[src/rtl/ccff_pkg.sv]
// Shared types and helpers for the configuration-chain loader.
package ccff_pkg;

  typedef enum logic [1:0] {
    ST_IDLE  = 2'd0,
    ST_SHIFT = 2'd1,
    ST_DONE  = 2'd2
  } state_t;

  // Number of input words needed to cover the whole chain (last one may be partial).
  function automatic int words_per_load(input int chain_len, input int word_w);
    return (chain_len + word_w - 1) / word_w;
  endfunction

endpackage

[src/rtl/ccff_word_serializer.sv]
// One-word buffer that presents its bits LSB-first; load takes priority so a new
// word can replace the buffer in the same cycle its last bit is shifted out.
module ccff_word_serializer #(
  parameter int WORD_W = 8
) (
  input  logic              i_ck,
  input  logic              i_rst,
  input  logic              i_clear,
  input  logic              i_load,
  input  logic [WORD_W-1:0] i_data,
  input  logic              i_shift,
  output logic              o_full,
  output logic              o_bit,
  output logic              o_last
);

  localparam int IDX_W = (WORD_W > 1) ? $clog2(WORD_W) : 1;
  localparam logic [IDX_W-1:0] LAST_IDX = IDX_W'(WORD_W - 1);

  logic [WORD_W-1:0] r_buf;
  logic [IDX_W-1:0]  r_idx;
  logic              r_full;

  always_ff @(posedge i_ck) begin
    if (i_rst || i_clear) begin
      r_buf  <= '0;
      r_idx  <= '0;
      r_full <= 1'b0;
    end else if (i_load) begin
      r_buf  <= i_data;
      r_idx  <= '0;
      r_full <= 1'b1;
    end else if (i_shift && r_full) begin
      r_buf <= r_buf >> 1;
      if (r_idx == LAST_IDX) begin
        r_full <= 1'b0;
        r_idx  <= '0;
      end else begin
        r_idx <= r_idx + IDX_W'(1);
      end
    end
  end

  assign o_full = r_full;
  assign o_bit  = r_buf[0];
  assign o_last = r_full && (r_idx == LAST_IDX);

endmodule

[src/rtl/ccff_chain_loader.sv]
// Serialises configuration words onto a DFFSRQ chain, counts exactly CHAIN_LEN
// shifts and accumulates parity of the old chain contents falling off the tail.
module ccff_chain_loader
  import ccff_pkg::*;
#(
  parameter int WORD_W    = 8,
  parameter int CHAIN_LEN = 64,
  parameter int CNT_W     = $clog2(CHAIN_LEN + 1)
) (
  input  logic              CK,
  input  logic              RST,
  input  logic              start,
  input  logic              in_valid,
  output logic              in_ready,
  input  logic [WORD_W-1:0] in_data,
  output logic              chain_head,
  output logic              shift_en,
  input  logic              chain_tail,
  output logic              busy,
  output logic              done,
  output logic              tail_parity
);

  localparam int WPL  = words_per_load(CHAIN_LEN, WORD_W);
  localparam int WC_W = $clog2(WPL + 1);
  localparam logic [CNT_W-1:0] LEN_C      = CNT_W'(CHAIN_LEN);
  localparam logic [CNT_W-1:0] LAST_SHIFT = CNT_W'(CHAIN_LEN - 1);
  localparam logic [WC_W-1:0]  WPL_C      = WC_W'(WPL);

  state_t           r_state;
  logic             r_busy;
  logic             r_done;
  logic             r_parity;
  logic             r_head;
  logic [CNT_W-1:0] r_shift_cnt;
  logic [WC_W-1:0]  r_word_cnt;

  logic w_full;
  logic w_bit;
  logic w_last;
  logic w_shift;
  logic w_ready;
  logic w_accept;
  logic w_clear;

  assign w_shift  = (r_state == ST_SHIFT) && w_full && (r_shift_cnt < LEN_C);
  // Accept while the buffer is empty or just releasing its final bit: no bubble.
  assign w_ready  = (r_state == ST_SHIFT) && (r_word_cnt < WPL_C) &&
                    (!w_full || (w_last && w_shift));
  assign w_accept = w_ready && in_valid;
  assign w_clear  = (r_state != ST_SHIFT);

  ccff_word_serializer #(
    .WORD_W (WORD_W)
  ) u_ser (
    .i_ck    (CK),
    .i_rst   (RST),
    .i_clear (w_clear),
    .i_load  (w_accept),
    .i_data  (in_data),
    .i_shift (w_shift),
    .o_full  (w_full),
    .o_bit   (w_bit),
    .o_last  (w_last)
  );

  always_ff @(posedge CK) begin
    if (RST) begin
      r_state     <= ST_IDLE;
      r_busy      <= 1'b0;
      r_done      <= 1'b0;
      r_parity    <= 1'b0;
      r_head      <= 1'b0;
      r_shift_cnt <= '0;
      r_word_cnt  <= '0;
    end else begin
      case (r_state)
        ST_IDLE: begin
          if (start) begin
            r_state     <= ST_SHIFT;
            r_busy      <= 1'b1;
            r_parity    <= 1'b0;
            r_shift_cnt <= '0;
            r_word_cnt  <= '0;
          end
        end
        ST_SHIFT: begin
          if (w_accept) begin
            r_word_cnt <= r_word_cnt + WC_W'(1);
          end
          if (w_shift) begin
            r_shift_cnt <= r_shift_cnt + CNT_W'(1);
            r_parity    <= r_parity ^ chain_tail;
            r_head      <= w_bit;
            if (r_shift_cnt == LAST_SHIFT) begin
              r_state <= ST_DONE;
              r_busy  <= 1'b0;
              r_done  <= 1'b1;
            end
          end
        end
        ST_DONE: begin
          r_state <= ST_IDLE;
          r_done  <= 1'b0;
        end
        default: begin
          r_state <= ST_IDLE;
          r_busy  <= 1'b0;
          r_done  <= 1'b0;
        end
      endcase
    end
  end

  // On a stall the head keeps presenting the last bit shifted in.
  assign chain_head  = w_shift ? w_bit : r_head;
  assign shift_en    = w_shift;
  assign in_ready    = w_ready;
  assign busy        = r_busy;
  assign done        = r_done;
  assign tail_parity = r_parity;

endmodule

[config.mk]
export PLATFORM = sky130hd
export DESIGN_NAME = ccff_chain_loader
export DESIGN_NICKNAME = d
export VERILOG_FILES = /design/src/rtl/ccff_pkg.sv /design/src/rtl/ccff_word_serializer.sv /design/src/rtl/ccff_chain_loader.sv
export SDC_FILE = /design/constraint.sdc
export NUM_CORES = 1
export LEC_CHECK = 0
export CAP_MARGIN = 20
export CORE_MARGIN = 2
export CORE_UTILIZATION = 50
export CTS_BUF_LIST = sky130_fd_sc_hd__clkbuf_8
export DETAILED_ROUTE_END_ITERATION = 12
export PLACE_DENSITY = 0.86
export SLEW_MARGIN = 20
export SYNTH_ARGS = -nofsm -noshare
export SYNTH_HDL_FRONTEND = slang
export SYNTH_SLANG_ARGS = --single-unit
[constraint.sdc]
create_clock -name CK -period 2.9 [get_ports CK]
set_input_delay 0.29 -clock CK [delete_from_list [all_inputs] [get_ports CK]]
set_output_delay 0.29 -clock CK [all_outputs]
set_load 0.03 [all_outputs]
# == After elaboration in Yosys (flattened, before gate mapping) ==
# Cells that the tools add are included.
# totals
out_inout_bits,6
input_bits,13
wordCells,76
register_bits,29
# classes
eq_ne,9
reduce_logical,22
add_sub_neg,3
muxes,27
n_bitwise,3
magnitude_cmp,2
# ops
operator,n
$mux W8,2
$mux W7,2
$pmux W7 S2,1
$reduce_and A3 Y1,4
$mux W1,11
$logic_and A1 B1 Y1,8
$mux W4,2
$ne A2 B1 Y1 const B,4
$pmux W4 S2,1
$add A7 B1 Y7 const B,1
$eq A7 B6 Y1 const B,1
$lt A7 B7 Y1 const B,1
$mux W2,3
$reduce_bool A2 Y1,3
$add A4 B1 Y4 const B,1
$lt A4 B4 Y1 const B,1
$pmux W1 S2,2
$pmux W2 S2,1
$reduce_and A4 Y1,1
$add A3 B1 Y3 const B,1
$eq A3 B3 Y1 const B,1
$mux W3,1
$pmux W1 S3,1
$eq A2 B1 Y1 const B,1
9 further kinds,11

# == Depth between registers and ports, before layout ==
# depth
ltp_word,9
mapped_depth,7
mapped_depth_nobuf,6

# == By module ==
# A second synthesis with hierarchy kept.
# unflattened
hier_cells,148
hier_area_um2,1403.8
# by_module_without_submodules
module,cells_each,instances,area_each_um2
ccff_chain_loader,86,1,802.0
ccff_word_serializer,62,1,601.8

# == Least setup slack after synthesis ==
# Ideal clock, no wire load.
# synth_timing
path_type,reg2out
startpoint,register r_state[0]
endpoint,output port chain_head
arrival_time_ns,1.674
stages_incl_launch_ff,7
slack_ns,0.936
t_required_ns,2.610
n_path_buf,2
cell_sequence,dfxtp_1 -> nand4bb_1 -> clkbuf_1 -> clkinv_1 -> buf_1 -> nand2_1 -> nand2_1
# synth_between
elab_chain_cells,4
# synth_lines
element,line,text
from (decl),ccff_chain_loader.sv:30,state_t r_state;
from (signal assigned),ccff_chain_loader.sv:69,r_state <= ST_IDLE;
from (signal assigned),ccff_chain_loader.sv:80,r_state <= ST_SHIFT;
from (signal assigned),ccff_chain_loader.sv:96,r_state <= ST_DONE;
$eq A2 B1 Y1,ccff_chain_loader.sv:46,assign w_shift = (r_state == ST_SHIFT) && w_full && (r_shift_cnt < LEN_C);
$logic_and A1 B1 Y1 (2 in series),ccff_chain_loader.sv:46,
via shift_en,ccff_chain_loader.sv:17,"output logic shift_en,"
$mux W1,n/a,
to (decl),ccff_chain_loader.sv:16,"output logic chain_head,"
# The timed path passes the listed nets, and every way through them passes these cells.

# == Worst setup path after layout ==
# layout_timing
startpoint,register u_ser.r_idx[0]
endpoint,output port in_ready
# layout_between
elab_chain_cells,5
# layout_lines
element,line,text
from (decl),ccff_word_serializer.sv:21,logic [IDX_W-1:0] r_idx;
from (signal assigned),ccff_word_serializer.sv:39,r_idx <= r_idx + IDX_W'(1);
$eq A3 B3 Y1,ccff_word_serializer.sv:46,assign o_last = r_full && (r_idx == LAST_IDX);
$logic_and A1 B1 Y1,ccff_word_serializer.sv:46,
$logic_and A1 B1 Y1,ccff_chain_loader.sv:49,(!w_full || (w_last && w_shift));
$logic_or A1 B1 Y1,ccff_chain_loader.sv:49,
$logic_and A1 B1 Y1,ccff_chain_loader.sv:48,assign w_ready = (r_state == ST_SHIFT) && (r_word_cnt < WPL_C) &&
to (decl),ccff_chain_loader.sv:14,"output logic in_ready,"
# No other way between the ends.

==> impl_metrics.env <==
export IMPL_hold_viol_final=0
export IMPL_fin_util_pct=63.29
export IMPL_numCtsBuffers=5
export IMPL_top_level_ports=19
export IMPL_async_flop_share_pct=0
export IMPL_grt_setup_unrepaired="false"
export IMPL_dr_pass1_iters=4
export IMPL_finalSetupTns_ns=0
export IMPL_reg2regPathDepth=6
export IMPL_synth_cell_types=32
export IMPL_wl_mm=2.568
export IMPL_synth_most_common_cell="nand2_1"
export IMPL_setup_violations_final=0
export IMPL_peakVddDrop_mv=0.4134
export IMPL_drc_errors=0
export IMPL_clk_path_buf_depth=2
export IMPL_grt_overflow=0
export IMPL_p_total_mw=0.7725
export IMPL_io_buffers=18
export IMPL_dp_cells=192
export IMPL_wl_per_cell_um=12.84
export IMPL_hold_depth=1
export IMPL_cts_sinks=29
export IMPL_worstHoldEndpoint="done"
export IMPL_cts_resized=0
export IMPL_fin_cells=200
export IMPL_hold_slack_ns=0.4571
export IMPL_crit_top_cell="ha_1"
export IMPL_worst_ep_required_time_ns=2.61
export IMPL_grt_pass1_wl_mm=4.174
export IMPL_leakage_nw=0.5863
export IMPL_netlist_instances=148
export IMPL_critPathLaunch="u_ser.r_idx[0]"
export IMPL_yosys_top_cells_area="dfxtp_1 47%, nand2_1 9.4%, nor2_1 5.2%, a31oi_1 4.1%, ha_1 4.1%"
export IMPL_grt_pass1_vias=1031
export IMPL_timing_rr_end="r_word_cnt[3]"
export IMPL_die_h_um=53.70
export IMPL_die_w_um=53.70
export IMPL_worst_path_buf_inv=1
export IMPL_gp_congestion=0.7964
export IMPL_multi_input_area_sq_um=620.6
export IMPL_cts_root_buf="clkbuf_8"
export IMPL_worst_skew_pair_late_latency_ns=0.28
export IMPL_nNetsFinal=186
export IMPL_coreArea_sq_um=2410
export IMPL_min_period_ns=2.414
export IMPL_cts_tree="done"
export IMPL_slew_violations=0
export IMPL_yosys_warnings=0
export IMPL_via_per_inst=5.580
export IMPL_die_area_sq_um=2883
export IMPL_drtIter0Drc=24
export IMPL_crit_fanout=3
export IMPL_reg2reg_slack_ns=0.64
export IMPL_rows=18
export IMPL_antenna_cells=0
export IMPL_cp_slowest_cell="clkdlybuf4s50_1"
export IMPL_holdBufCountCts=0
export IMPL_worst_pin_slew_ns=0.6235
export IMPL_critPathKind="reg -> out"
export IMPL_path_delay_family="buffers and inverters"
export IMPL_syn_area_sq_um=1235
export IMPL_startpoint_type="flop"
export IMPL_power_density_nw_per_um2=506.5
export IMPL_synth_edff_count=0
export IMPL_dp_hpwl_mm=1.788
export IMPL_r2r_start="u_ser.r_idx[0]"
export IMPL_grt_use_total_pct=20.41
export IMPL_max_slew_margin_pct=58.43
export IMPL_drtAntennaViolNets=0
export IMPL_yosysTopAreaCell="dfxtp_1"
export IMPL_max_stage_delay_ns=0.73
export IMPL_worstPathCellList="ha_1 > ha_1 > nand2b_1 > a211oi_1 > clkdlybuf4s50_1"
export IMPL_cp_end_kind="output port"
export IMPL_synthToLayoutAreaGrowth_pct=23.51
export IMPL_syn_area_per_cell_sq_um=8.344
export IMPL_cap_violations=0
export IMPL_min_from="done"
export IMPL_post_cts_buffers=0
export IMPL_yosys_register_bits=29
export IMPL_synth_top_area_share_pct=47.01
export IMPL_drive_gt1_share_pct=5.882
export IMPL_path_depth=5
export IMPL_finClkSkew_ns=0.004624
export IMPL_synth_nets=165
export IMPL_crit_arrival_ns=2.12
export IMPL_num_vias=1116
export IMPL_yosysSeqAreaShare_pct=47.01
export IMPL_ff_latch_area_sq_um=580.6
export IMPL_outcome="complete, no violations"
export IMPL_grt_max_degree=25
export IMPL_clkTransAtPathRegs_ns=0.06
export IMPL_ys_flop_type="dfxtp_1"
export IMPL_initial_core_util_pct=51.25
export IMPL_antenna_found_initial=0
export IMPL_synth_commonest_cells="31 x nand2_1, 29 x dfxtp_1, 17 x nor2_1"
export IMPL_min_delay_path_class="reg -> reg"
export IMPL_fin_crit_sh_pct=83.25
export IMPL_fillers=206
export IMPL_fmax_mhz=414.2
export IMPL_htreeDepth=2
## per-stage QoR
step                instance area [sq um]  setup slack [ns]
global route                         1525            0.3559
floorplan                            1235            0.9360
finish                               1525            0.4857
detailed placement                   1445            0.6629
CTS                                  1525            0.4613
global placement                     1445            0.7358
## final cells by class
type,instances,area share (%)
flip-flops and latches,29,38.06
multi-input cells,110,40.69
inverters,3,0.7383
well taps,30,2.461
clock buffers,5,4.512
repair buffers,20,12.80
clock inverters,3,0.7383
## flip-flops by register name (all words and copies together) (netlist names)
register,flops
u_ser.r_idx,3
r_head,1
done,1
busy,1
tail_parity,1
u_ser.o_full,1
r_shift_cnt,7
r_word_cnt,4
u_ser.r_buf,8
r_state,2
## worst max-delay path by stage
stage / end / slack (ns)
5_1_grt: in_ready / 0.36
6_report: in_ready / 0.49
3_3_place_gp: r_word_cnt[3] / 0.74
4_1_cts: in_ready / 0.46
2_1_floorplan: chain_head / 0.94
3_5_place_dp: r_word_cnt[3] / 0.66
## power by group
group,switching [mW],internal (mW)
sequential,0.00534,0.404
clock,0.143,0.159
combinational,0.0317,0.0286
## logic make-up after synthesis
family | after synthesis | share of synthesized area (%)
buf+inv | 9 | 2.735
compound gates | 31 | 15.40
simple gates | 70 | 27.26
xor+xnor | 5 | 3.546
flops | 29 | 47.01
fa+ha+maj | 4 | 4.053
## per-layer routing
layer  GRT usage (%)  up-vias  part of all wire (%)
met2           37.20       24                    48
met4           10.26        0                   1.9
met5               0        -                     0
met3           5.833        6                   4.0
met1           21.00      528                    46
li1                -      558                     -
## cell usage in the layout (no fill, tap or decap)
| cell | count |
|---|---|
| or2_2 | 1 |
| ha_1 | 4 |
| a211oi_1 | 2 |
| nor3b_1 | 1 |
| o21ai_0 | 7 |
| a22oi_1 | 1 |
| buf_4 | 2 |
| a31o_2 | 1 |
| and3_1 | 1 |
| nand2b_2 | 1 |
| nand4b_1 | 2 |
| or2_1 | 1 |
| and4b_1 | 1 |
| nor3_1 | 1 |
| clkinv_1 | 1 |
| a21oi_1 | 8 |
| xor2_1 | 5 |
| nand4bb_1 | 1 |
| nand4_1 | 4 |
| o31ai_1 | 1 |
| dfxtp_1 | 29 |
| clkdlybuf4s50_1 | 18 |
| nor2b_1 | 1 |
| nor2_1 | 17 |
| or4b_1 | 2 |
| a31oi_1 | 8 |
| nand3_1 | 4 |
| a21o_1 | 2 |
| clkbuf_8 | 5 |
| nand2_1 | 31 |
| inv_1 | 5 |
| nand2b_1 | 1 |
| a2111o_1 | 1 |
Note: power is estimated with default switching activity, not from simulation.
